File: src/rtl/program_sequencer_pkg.sv
// Shared definitions for the program sequencer.
// Contents: instruction field positions, opcode encodings and the
// sequencer state encoding. The sequencer and its decoder import this
// package.
package program_sequencer_pkg;

  // Instruction word layout: {opcode[7:4], ra[3:2], rb[1:0]}
  localparam int OPC_HI = 7;
  localparam int OPC_LO = 4;
  localparam int RA_HI  = 3;
  localparam int RA_LO  = 2;
  localparam int RB_HI  = 1;
  localparam int RB_LO  = 0;

  typedef enum logic [3:0] {
    OP_ADD  = 4'b0000,
    OP_SUB  = 4'b0001,
    OP_AND  = 4'b0010,
    OP_OR   = 4'b0011,
    OP_XOR  = 4'b0100,
    OP_NOT  = 4'b0101,
    OP_SHL  = 4'b0110,
    OP_SHR  = 4'b0111,
    OP_PUSH = 4'b1000,
    OP_LDA  = 4'b1001,
    OP_LDB  = 4'b1010,
    OP_OUT  = 4'b1011,
    OP_BSHL = 4'b1100,
    OP_BSHR = 4'b1101
  } opcode_e;

  typedef enum logic [2:0] {
    ST_IDLE,
    ST_FETCH,
    ST_EXEC,
    ST_WAIT_ALU,
    ST_DONE
  } state_e;

endpackage

File: src/rtl/program_sequencer_seq_decode.sv
// Combinational instruction classifier.
// Ports:
//   ir                    in  8  instruction word
//   is_alu .. is_out      out 1  instruction class flags (exactly one set)
//   is_nop                out 1  1110, 1111 and any unprogrammed (X/Z) word
module program_sequencer_seq_decode
  import program_sequencer_pkg::*;
(
  input  logic [7:0] ir,
  output logic       is_alu,
  output logic       is_push,
  output logic       is_lda,
  output logic       is_ldb,
  output logic       is_out,
  output logic       is_nop
);

  // NOTE: every output gets a default before the case so no path through
  // this block leaves one unassigned; that is what keeps it free of latches.
  always_comb begin
    is_alu  = 1'b0;
    is_push = 1'b0;
    is_lda  = 1'b0;
    is_ldb  = 1'b0;
    is_out  = 1'b0;
    is_nop  = 1'b0;
    case (ir[OPC_HI:OPC_LO])
      OP_ADD, OP_SUB, OP_AND, OP_OR,
      OP_XOR, OP_NOT, OP_SHL, OP_SHR,
      OP_BSHL, OP_BSHR: is_alu  = 1'b1;
      OP_PUSH:          is_push = 1'b1;
      OP_LDA:           is_lda  = 1'b1;
      OP_LDB:           is_ldb  = 1'b1;
      OP_OUT:           is_out  = 1'b1;
      // An X/Z opcode matches no item above and lands here as a NOP.
      default:          is_nop  = 1'b1;
    endcase
  end

endmodule

File: src/rtl/program_sequencer.sv
// Fetch/execute controller for the 8-bit processor.
// Selects one of four ROM programs, walks the ROM address, decodes each
// instruction and issues one-cycle strobes to the register file and ALU,
// waiting on alu_valid (with a timeout) after each ALU launch.
// Ports:
//   clk, reset           clock; asynchronous active-high reset
//   start, prog_sel      begin a run of program prog_sel (IDLE only)
//   abort                synchronous return to IDLE from any busy state
//   rom_prog, rom_addr   ROM program select and program counter
//   rom_instr            combinational ROM data
//   alu_op, alu_go       ALU opcode and one-cycle launch pulse
//   alu_valid            ALU result ready
//   reg_a, reg_b         register fields of the current instruction
//   load_a, load_b       one-cycle register load pulses
//   push_en, out_en      one-cycle push / output pulses
//   busy, done, error    status: not idle, run-end pulse, sticky error
module program_sequencer
  import program_sequencer_pkg::*;
#(
  parameter int ADDR_W      = 8,
  parameter int MAX_ADDR    = 255,
  parameter int ALU_TIMEOUT = 16
) (
  input  logic              clk,
  input  logic              reset,
  input  logic              start,
  input  logic [1:0]        prog_sel,
  input  logic              abort,
  output logic [1:0]        rom_prog,
  output logic [ADDR_W-1:0] rom_addr,
  input  logic [7:0]        rom_instr,
  output logic [3:0]        alu_op,
  output logic              alu_go,
  input  logic              alu_valid,
  output logic [1:0]        reg_a,
  output logic [1:0]        reg_b,
  output logic              load_a,
  output logic              load_b,
  output logic              push_en,
  output logic              out_en,
  output logic              busy,
  output logic              done,
  output logic              error
);

  localparam int                TIMER_W    = $clog2(ALU_TIMEOUT + 1);
  localparam logic [ADDR_W-1:0] LAST_PC    = ADDR_W'(MAX_ADDR);
  localparam logic [TIMER_W-1:0] TIMER_LAST = TIMER_W'(ALU_TIMEOUT - 1);

  state_e              state_q, state_d;
  logic [ADDR_W-1:0]   pc_q, pc_d;
  logic [7:0]          ir_q, ir_d;
  logic [1:0]          prog_q, prog_d;
  logic [TIMER_W-1:0]  timer_q, timer_d;
  logic                error_q, error_d;
  logic                advance;
  logic                is_alu, is_push, is_lda, is_ldb, is_out, is_nop;

  program_sequencer_seq_decode u_seq_decode (
    .ir      (ir_q),
    .is_alu  (is_alu),
    .is_push (is_push),
    .is_lda  (is_lda),
    .is_ldb  (is_ldb),
    .is_out  (is_out),
    .is_nop  (is_nop)
  );

  // NOTE: clocked state uses non-blocking assignments so every register
  // samples the pre-edge values, independent of statement order.
  always_ff @(posedge clk or posedge reset) begin
    if (reset) begin
      state_q <= ST_IDLE;
      pc_q    <= '0;
      ir_q    <= '0;
      prog_q  <= '0;
      timer_q <= '0;
      error_q <= 1'b0;
    end else begin
      state_q <= state_d;
      pc_q    <= pc_d;
      ir_q    <= ir_d;
      prog_q  <= prog_d;
      timer_q <= timer_d;
      error_q <= error_d;
    end
  end

  always_comb begin
    state_d = state_q;
    pc_d    = pc_q;
    ir_d    = ir_q;
    prog_d  = prog_q;
    timer_d = timer_q;
    error_d = error_q;
    advance = 1'b0;
    alu_go  = 1'b0;
    alu_op  = 4'h0;
    push_en = 1'b0;
    load_a  = 1'b0;
    load_b  = 1'b0;
    out_en  = 1'b0;
    done    = 1'b0;

    case (state_q)
      ST_IDLE: begin
        if (start) begin
          prog_d  = prog_sel;
          pc_d    = '0;
          error_d = 1'b0;
          state_d = ST_FETCH;
        end
      end
      ST_FETCH: begin
        ir_d    = rom_instr;
        state_d = ST_EXEC;
      end
      ST_EXEC: begin
        alu_go  = is_alu;
        push_en = is_push;
        load_a  = is_lda;
        load_b  = is_ldb;
        out_en  = is_out;
        if (is_alu) begin
          alu_op  = ir_q[OPC_HI:OPC_LO];
          timer_d = '0;
          state_d = ST_WAIT_ALU;
        end else if (is_out) begin
          state_d = ST_DONE;
        end else begin
          advance = is_push | is_lda | is_ldb | is_nop;
        end
      end
      ST_WAIT_ALU: begin
        // A result on the last allowed cycle still wins over the timeout.
        if (alu_valid) begin
          advance = 1'b1;
        end else if (timer_q == TIMER_LAST) begin
          error_d = 1'b1;
          state_d = ST_DONE;
        end else begin
          timer_d = timer_q + 1'b1;
        end
      end
      ST_DONE: begin
        done    = 1'b1;
        state_d = ST_IDLE;
      end
      default: state_d = ST_IDLE;
    endcase

    // Step to the next instruction; the program counter never wraps, so
    // finishing the last address without an out is a run-off error.
    if (advance) begin
      if (pc_q == LAST_PC) begin
        error_d = 1'b1;
        state_d = ST_DONE;
      end else begin
        pc_d    = pc_q + 1'b1;
        state_d = ST_FETCH;
      end
    end

    // Abort overrides everything outside IDLE: no strobes, no done pulse,
    // error left as it was. In IDLE a simultaneous start is honoured.
    if (abort && (state_q != ST_IDLE)) begin
      state_d = ST_IDLE;
      pc_d    = pc_q;
      ir_d    = ir_q;
      prog_d  = prog_q;
      timer_d = timer_q;
      error_d = error_q;
      alu_go  = 1'b0;
      alu_op  = 4'h0;
      push_en = 1'b0;
      load_a  = 1'b0;
      load_b  = 1'b0;
      out_en  = 1'b0;
      done    = 1'b0;
    end
  end

  assign rom_prog = prog_q;
  assign rom_addr = pc_q;
  assign busy     = (state_q != ST_IDLE);
  assign error    = error_q;
  assign reg_a    = (state_q == ST_EXEC || state_q == ST_WAIT_ALU) ? ir_q[RA_HI:RA_LO] : 2'b00;
  assign reg_b    = (state_q == ST_EXEC || state_q == ST_WAIT_ALU) ? ir_q[RB_HI:RB_LO] : 2'b00;

endmodule

File: config.mk
export PLATFORM = sky130hd
export DESIGN_NAME = program_sequencer
export DESIGN_NICKNAME = d
export VERILOG_FILES = /design/src/rtl/program_sequencer_pkg.sv /design/src/rtl/program_sequencer_seq_decode.sv /design/src/rtl/program_sequencer.sv
export SDC_FILE = /design/constraint.sdc
export NUM_CORES = 1
export LEC_CHECK = 0
export ABC_AREA = 1
export BUFFER_PORTS_ARGS = -buffer_cell sky130_fd_sc_hd__buf_2
export CAP_MARGIN = 20
export CORE_MARGIN = 2
export CORE_UTILIZATION = 48
export CTS_CLUSTER_SIZE = 14
export DETAILED_ROUTE_END_ITERATION = 7
export GPL_ROUTABILITY_DRIVEN = 0
export PLACE_DENSITY = 0.72
export SYNTH_ARGS = -nofsm -noshare
export SYNTH_HDL_FRONTEND = slang
export SYNTH_SLANG_ARGS = --single-unit
File: constraint.sdc
create_clock -name clk -period 1.65 [get_ports clk]
set_input_delay 0.0825 -clock clk [delete_from_list [all_inputs] [get_ports clk]]
set_output_delay 0.0825 -clock clk [all_outputs]
set_load 0.1 [all_outputs]
# Yosys cells after proc, flatten, opt, wreduce, memory -nomap -nowiden
# Index checks and enable logic that the tools add are counted.
[op_classes]
n_reduce_logical = 12
n_bitwise = 4
add_sub_neg = 2
n_eq_ne = 26
mux = 50
[ops]
columns = ["operator", "count"]
rows = [
  ["$mux W8", 4],
  ["$mux W1", 26],
  ["$eq A4 B4 Y1 const B", 6],
  ["$mux W3", 8],
  ["$eq A4 B3 Y1 const B", 4],
  ["$mux W5", 3],
  ["$reduce_or A14 Y1", 1],
  ["$mux W4", 3],
  ["$ne A4 B4 Y1 const B", 3],
  ["$pmux W3 S4", 1],
  ["$pmux W5 S2", 1],
  ["$reduce_or A10 Y1", 1],
  ["$add A8 B1 Y8 const B", 1],
  ["$eq A4 B2 Y1 const B", 2],
  ["$eq A8 B8 Y1 const B", 1],
  ["$eq A3 B2 Y1 const B", 2],
  ["$ne A2 B2 Y1 const B", 3],
  ["$add A5 B1 Y5 const B", 1],
  ["$eq A5 B4 Y1 const B", 1],
  ["$ne A5 B5 Y1 const B", 1],
  ["$reduce_and A5 Y1", 1],
  ["$eq A4 B1 Y1 const B", 1],
  ["$logic_not A4 Y1", 1],
  ["$mux W2", 2],
  ["13 further kinds", 16],
]
[word_totals]
output_inout_bits = 26
in_bits = 15
elab_cells = 100
reg_bits = 27

# Longest topological paths before layout
# Gate-level depths: netlist (run 1).
[logic_depth]
word_depth = 10
ltp_mapped = 10
mapped_depth_nobuf = 10

# Cells and area by module
# Synthesis (run 1) repeated with hierarchy kept, for this count alone.
[hier_totals]
cells_unflattened = 241
hier_area_um2 = 1742.9
[modules_own_cells]
columns = ["module", "n_inst", "area_each_um2", "cells_each", "seq_area_each_um2"]
rows = [
  ["program_sequencer", 1, 1682.9, 226, 675.6],
  ["program_sequencer_seq_decode", 1, 60.1, 15, 0.0],
]

# Least setup slack after synthesis (run 1)
# No wires, ideal clock.
[synth_path]
kind = "flip-flop to output port"
start = "reg state_q[2]"
end = "out alu_op[3]"
required_time_ns = 1.567
stages_incl_launch_ff = 8
setup_slack_ns = -2.210
n_path_buf = 0
arrival_time_ns = 3.778
path_cell_list = "dfrtp_1 -> inv_1 -> nand2_2 -> nor2_4 -> inv_1 -> nor2_1 -> inv_1 -> nor4_1"
[synth_via]
elab_chain_len = 3
elab_cells_between_ends = 5
cone_classes = "1 x eq/ne; 2 x mux; 2 x reduce/logical"
[synth_rtl]
columns = ["item", "line_no", "source"]
rows = [
  ["start, declared", "program_sequencer.sv:50", "state_e state_q, state_d;"],
  ["start signal, assigned", "program_sequencer.sv:80", "state_q <= state_d;"],
  ["$eq A3 B2 Y1 / $reduce_bool A3 Y1 (equally long branches)", "program_sequencer.sv:105, program_sequencer.sv:166", ""],
  ["$mux W4 / $logic_and A1 B1 Y1 (equally long branches)", "program_sequencer.sv:105, program_sequencer.sv:166", ""],
  ["$mux W4 (*)", "program_sequencer.sv:166", "if (abort && (state_q != ST_IDLE)) begin"],
  ["end, declared", "program_sequencer.sv:32", "output logic [3:0] alu_op,"],
]
# Mark *: on every way between the ends. The rest lies on a longest branch, timed or not.

# Worst setup path in the final report (run 1)
[layout_path]
start = "reg state_q[0]"
end = "out push_en"
[layout_via]
elab_chain_len = 3
elab_cells_between_ends = 5
cone_classes = "1 x eq/ne; 2 x mux; 2 x reduce/logical"
[layout_rtl]
columns = ["item", "line_no", "source"]
rows = [
  ["$eq A3 B2 Y1 / $reduce_bool A3 Y1 (equally long branches)", "program_sequencer.sv:105, program_sequencer.sv:166", ""],
  ["$mux W1 / $logic_and A1 B1 Y1 (equally long branches)", "program_sequencer.sv:105, program_sequencer.sv:166", ""],
  ["$mux W1 (*)", "program_sequencer.sv:166", ""],
  ["end, declared", "program_sequencer.sv:39", "output logic push_en,"],
]
# Marked as above.

==> flow_metrics.tcl, run 1 <==
set metrics [dict create \
    cts_buffers 3 \
    cp-endpoint "push_en" \
    hold_class "in2reg" \
    synth_top_area_cell "dfrtp_1" \
    die_w_um 62.7 \
    drt-total-wl_mm 4.48 \
    clockBufferDepth 2 \
    start_util 0.496 \
    finalHoldViolations 0 \
    clk_pin_slew_ps 150 \
    min_period_ps 1800 \
    nNetsFinal 310 \
    layoutNonFillerInstCount 337 \
    ys_seq_area_frac 0.408 \
    fin_skew_ps 6.18 \
    path_max_fanout 5 \
    dr.pass1.iters 4 \
    die-area_um2 3930 \
    powerDensity_nw_per_um2 1750 \
    num_rows 21 \
    r2r-end "timer_q[0]$_DFFE_PP0P_" \
    antenna_found_initial 0 \
    ant_nets 0 \
    dp_slack_ps -36.2 \
    syn2layout_area_growth_pct 58.3 \
    critPathLaunchType "flip-flop" \
    switching_share 0.571 \
    p_int_mw 1.97 \
    reg2regPathDepth 10 \
    synth.net_count 237 \
    synth-edff-count 0 \
    grt_start_max_net_pins 28 \
    cap_violations 0 \
    grt-ovfl-total 0 \
    netlist_instances 219 \
    grt_pass1_wl_mm 7.53 \
    drc_errors 0 \
    place_area_um2 2260 \
    wire_per_inst_um 13.3 \
    avgSynthCellArea_um2 7.56 \
    async_flop_share 1.00 \
    final_max_slew_viol_count 0 \
    end_kind "output pin" \
    pwr-share-seq 0.233 \
    num_antenna_cells 0 \
    htree_levels 1 \
    yosysUniqueCellTypes 30 \
    violations "negative setup slack" \
    layout-drive-gt1-share 0.450 \
    cp.required_ps 1570 \
    dp_hpwl_mm 3.06 \
    track_usage 0.241 \
    pwr-share-clk 0.064 \
    crit_arrival_ps 1720 \
    worst_slack_ps -155 \
    final_cell_mix "48 x nand2_1, 25 x buf_2, 21 x inv_1, 21 x buf_4, 19 x nand3_1" \
    final_cell_area_um2 2620 \
    rsz0062_at_grt "true" \
    numPortBuffers 40 \
    crit-reg2reg-launch "timer_q[1]$_DFFE_PP0P_" \
    yosys_most_used_dff "dfrtp_1" \
    io-pin-count 41 \
    vias 1670 \
    power_leakage_nw 1.25 \
    cts_root_buffer "clkbuf_4" \
    status "finished with violations" \
    synth_top_cell_area_share 0.408 \
    synth_area_um2 1660 \
    final_common_cell "nand2_1" \
    worst-slew-pin-transition_ps 492 \
    crit_start "state_q[0]$_DFFE_PP0P_" \
    cts_tree "built" \
    p_comb_frac 0.703 \
    grt_pass1_vias 1682 \
    max-vdd-ir-drop_mv 1.80 \
    viasPerCell 4.96 \
    max_freq_mhz 554 \
    insertion_delay_ps 340 \
    clkSinkCount 27 \
    rrSetupSlack_ps 10 \
    p_total_mw 4.60 \
    post-route-period-util 1.09 \
    fin_util 0.785 \
    synthTopCellsByArea "dfrtp_1 41%, nand2_1 12%, nor2_1 6.6%" \
    drt-initial-drc-count 63 \
    coreArea_um2 3340 \
    p_switching_mw 2.63 \
    slew_headroom 0.675 \
    fp.dieH_um 62.7 \
    synth_seq_cells 27 \
    setup.worst_path.class "reg2out" \
    setup_violations 9 \
    yosys_warnings 0 \
    place_inst 314 \
]
## cell type report
class / count / area (um^2)
clock buffers: 3 / 22.5
clock inverters: 1 / 5.00
fillers: 228 / 717
inverters: 33 / 129
multi-input cells: 156 / 1050
flip-flops and latches: 27 / 693
well taps: 46 / 57.6
repair buffers: 71 / 666
## kinds of logic after synthesis
logic type / share of synthesized area
AOI/OAI and AO/OA: 0.0711
xor gates and xnor gates: 0.00529
adders and majority gates: 0.0227
buffers and inverters: 0.0937
DFF: 0.408
muxes: 0.0136
and+or+nand+nor: 0.385
## Yosys cell counts, drive strengths merged, types with 2 or more instances
| cell type | n |
|---|---|
| nor3b | 2 |
| buf | 3 |
| mux2 | 2 |
| ha | 3 |
| nand4 | 4 |
| nor4 | 4 |
| o21ai | 4 |
| nand2 | 59 |
| nor2 | 31 |
| nand3 | 24 |
| nor3 | 2 |
| inv | 31 |
| a21oi | 15 |
| dfrtp | 27 |
| clkinv | 2 |
## state kept, by name, indices dropped and copies added (netlist names)
name	flops
ir_q	8
timer_q	5
rom_prog	2
error	1
rom_addr	8
state_q	3
## routing by layer
metal / wire length [um] / vias up / global-route usage
met2: 2340 / 32 / 0.414
met3: 136 / 7 / 0.0234
met4: 78 / 0 / 0.0944
met1: 1930 / 782 / 0.313
met5: 0 / - / 0
li1: - / 849 / -
## worst max-delay path, stage by stage (launching register included)
cell and delay [ps]:
dfrtp_2 510, nor2_4 160, inv_2 60, nor2_4 140, inv_2 100, nor4_4 210, buf_12 220
## timing repair
item	in CTS	in global routing
resized for setup	22	27
hold buffers	10	0
hold endpoints to repair	36	0
pin swaps	9	11
endpoints found under the setup margin	20	28
setup buffers	6	5
## power groups by stage
stage	sequential [mW]	combinational (mW)	clock [mW]
floorplan	1.43	1.79	0
global placement	1.06	2.68	0
detailed placement	1.07	2.72	0
CTS	1.06	2.95	0.311
global route	1.10	3.45	0.341
finish	1.07	3.23	0.295
## worst min-delay path by stage
| stage | slack, ps | to | cells after the start | start |
|---|---|---|---|---|
| CTS | 9 | ir_q[7]$_DFFE_PP0P_ | 3 | rom_instr[7] |
| global route | 10 | ir_q[7]$_DFFE_PP0P_ | 3 | rom_instr[7] |
| detailed placement | 190 | ir_q[6]$_DFFE_PP0P_ | 3 | reset |
| finish | 20 | ir_q[7]$_DFFE_PP0P_ | 3 | rom_instr[7] |
| floorplan | 130 | error$_DFFE_PP0N_ | 1 | reset |
| global placement | 160 | ir_q[3]$_DFFE_PP0P_ | 3 | reset |
## through the flow
stage,hold WS (ps),setup TNS [ps]
global placement,158,0
CTS,9.49,-1310
detailed placement,187,-159
global route,12.6,-2380
finish,23.9,-971
floorplan,135,-4110
Power figures use the tool's default switching activity.
==> inputs of run 2 (changes only) <==
Settings changed: CORE_UTILIZATION 48 to 57, PLACE_DENSITY 0.72 to 0.91.
Clock period 1.65 ns to 2.1 ns, I/O delays scaled along.
==> run 2 against run 1 <==
Compared with the run above:
- the flow now finishes without violations
- sequential cell count is the same
- combinational power shrank 40%
- clock power down 24%
- clock-buffer cell count unchanged
- global-route usage down 1.1 points
- register-to-register slack better by 290 ps
- clock skew rose by 1.0 ps
==> flow_metrics.tcl, run 2 (synthesis results as in run 1) <==
set metrics [dict create \
    htree_levels 1 \
    end_kind "output pin" \
    die-area_um2 3350 \
    grt_pass1_wl_mm 6.08 \
    grt_pass1_vias 1434 \
    fillerInstances 222 \
    crit-reg2reg-launch "timer_q[0]$_DFFE_PP0P_" \
    max-vdd-ir-drop_mv 1.48 \
    setup_violations 0 \
    finalHoldViolations 0 \
    dp_hpwl_mm 2.77 \
    worst-slew-pin-transition_ps 770 \
    cts_tree "built" \
    clockBufferDepth 2 \
    final_max_slew_viol_count 0 \
    fin_skew_ps 7.19 \
    reg2regPathDepth 10 \
    clkSinkCount 27 \
    power_leakage_nw 1.09 \
    cp.required_ps 2000 \
    final_common_cell "nand2_1" \
    grt_start_max_net_pins 23 \
    die_w_um 57.9 \
    hold_class "in2reg" \
    ant_nets 0 \
    num_rows 19 \
    syn2layout_area_growth_pct 25.1 \
    insertion_delay_ps 320 \
    path_max_fanout 6 \
    final_cell_mix "52 x nand2_1, 32 x buf_2, 26 x inv_1" \
    drt-initial-drc-count 93 \
    crit_start "state_q[2]$_DFFE_PP0P_" \
    slew_headroom 0.486 \
    drc_errors 0 \
    dr.pass1.iters 4 \
    wire_per_inst_um 12.6 \
    cts_buffers 3 \
    hold_depth 3 \
    post-route-period-util 0.946 \
    setup_tns_ps 0 \
    track_usage 0.229 \
    vias 1566 \
    max_freq_mhz 503 \
    nNetsFinal 284 \
    io-pin-count 41 \
    coreArea_um2 2760 \
    setup.worst_path.class "reg2out" \
    cts_root_buffer "clkbuf_4" \
    critPathLaunchType "flip-flop" \
    status "completed" \
    min_period_ps 1990 \
    cap_violations 0 \
    layout-drive-gt1-share 0.309 \
    viasPerCell 5.29 \
    num_antenna_cells 0 \
    dp_slack_ps 300 \
    grt-ovfl-total 0 \
    numPortBuffers 40 \
    worst_slack_ps 113 \
    start_util 0.600 \
    hp-start "rom_instr[5]" \
    drt-total-wl_mm 3.74 \
    powerDensity_nw_per_um2 1440 \
    clk_pin_slew_ps 150 \
    fp.dieH_um 57.9 \
    crit_arrival_ps 1880 \
    antenna_found_initial 0 \
]
[run 2: cell count changes in the layout (fill, tap and decap cells not counted), sizes merged]
cell	before	now
dlygate4sd3	10	3
clkbuf	3	5
buf	61	40
[run 2: area by class of cell]
class / instances / area (um^2) / share of cell area
clock inverters: 1 / 5.00 / 0.00242
inverters: 33 / 125 / 0.0604
clock buffers: 3 / 22.5 / 0.0109
repair buffers: 45 / 295 / 0.143
multi-input cells: 156 / 905 / 0.437
well taps: 31 / 38.8 / 0.0187
flip-flops and latches: 27 / 679 / 0.328
[run 2: worst max-delay path, cell delays in order, from the launching register on]
cell     delay, ps
dfrtp_1        420
inv_2          110
nand2_4        100
nor2_4         160
inv_1           50
nor2_1         120
nand2_1        180
nor3_4         170
buf_6          250
[run 2: metal layers]
| layer | vias up | GRT usage | wire [um] |
|---|---|---|---|
| met5 | - | 0 | 0 |
| met1 | 722 | 0.322 | 1740 |
| li1 | 798 | - | - |
| met3 | 6 | 0.0246 | 173 |
| met2 | 40 | 0.375 | 1780 |
| met4 | 0 | 0.0731 | 53 |
[run 2: power breakdown]
part / switching, mW / leakage, nW / internal (mW)
clock: 0.153 / 0.0177 / 0.0714
sequential: 0.161 / 0.337 / 0.674
combinational: 1.51 / 0.730 / 0.424
total: 1.82 / 1.09 / 1.17
[run 2: path summary, 6_finish.rpt]
kind	slack, ps	endpoint
max	110	load_b
min	10	ir_q[5]$_DFFE_PP0P_
max reg2reg	300	timer_q[2]$_DFFE_PP0P_
min reg2reg	500	timer_q[4]$_DFFE_PP0P_
max in group asynchronous	1060	timer_q[3]$_DFFE_PP0P_
min in group asynchronous	430	ir_q[3]$_DFFE_PP0P_
[run 2: repair_timing]
item,4_1_cts,5_1_grt
hold endpoints to repair,21,2
hold buffers,1,2
pin swaps,0,0
buffers inserted,0,1
setup endpoints to repair,6,8
gates resized for setup,6,11
[run 2: per-stage QoR]
stage / util / power (mW) / hold slack (ps) / area (um^2) / cells
4_1_cts: 0.728 / 2.95 / 2.76 / 2010 / 293
2_1_floorplan: - / 2.46 / 158 / 1740 / 219
5_1_grt: 0.751 / 3.18 / 22.4 / 2070 / 296
6_report: 0.751 / 2.99 / 13.3 / 2070 / 296
3_5_place_dp: 0.709 / 2.72 / 287 / 1950 / 288
3_3_place_gp: 0.709 / 2.69 / 290 / 1950 / 288
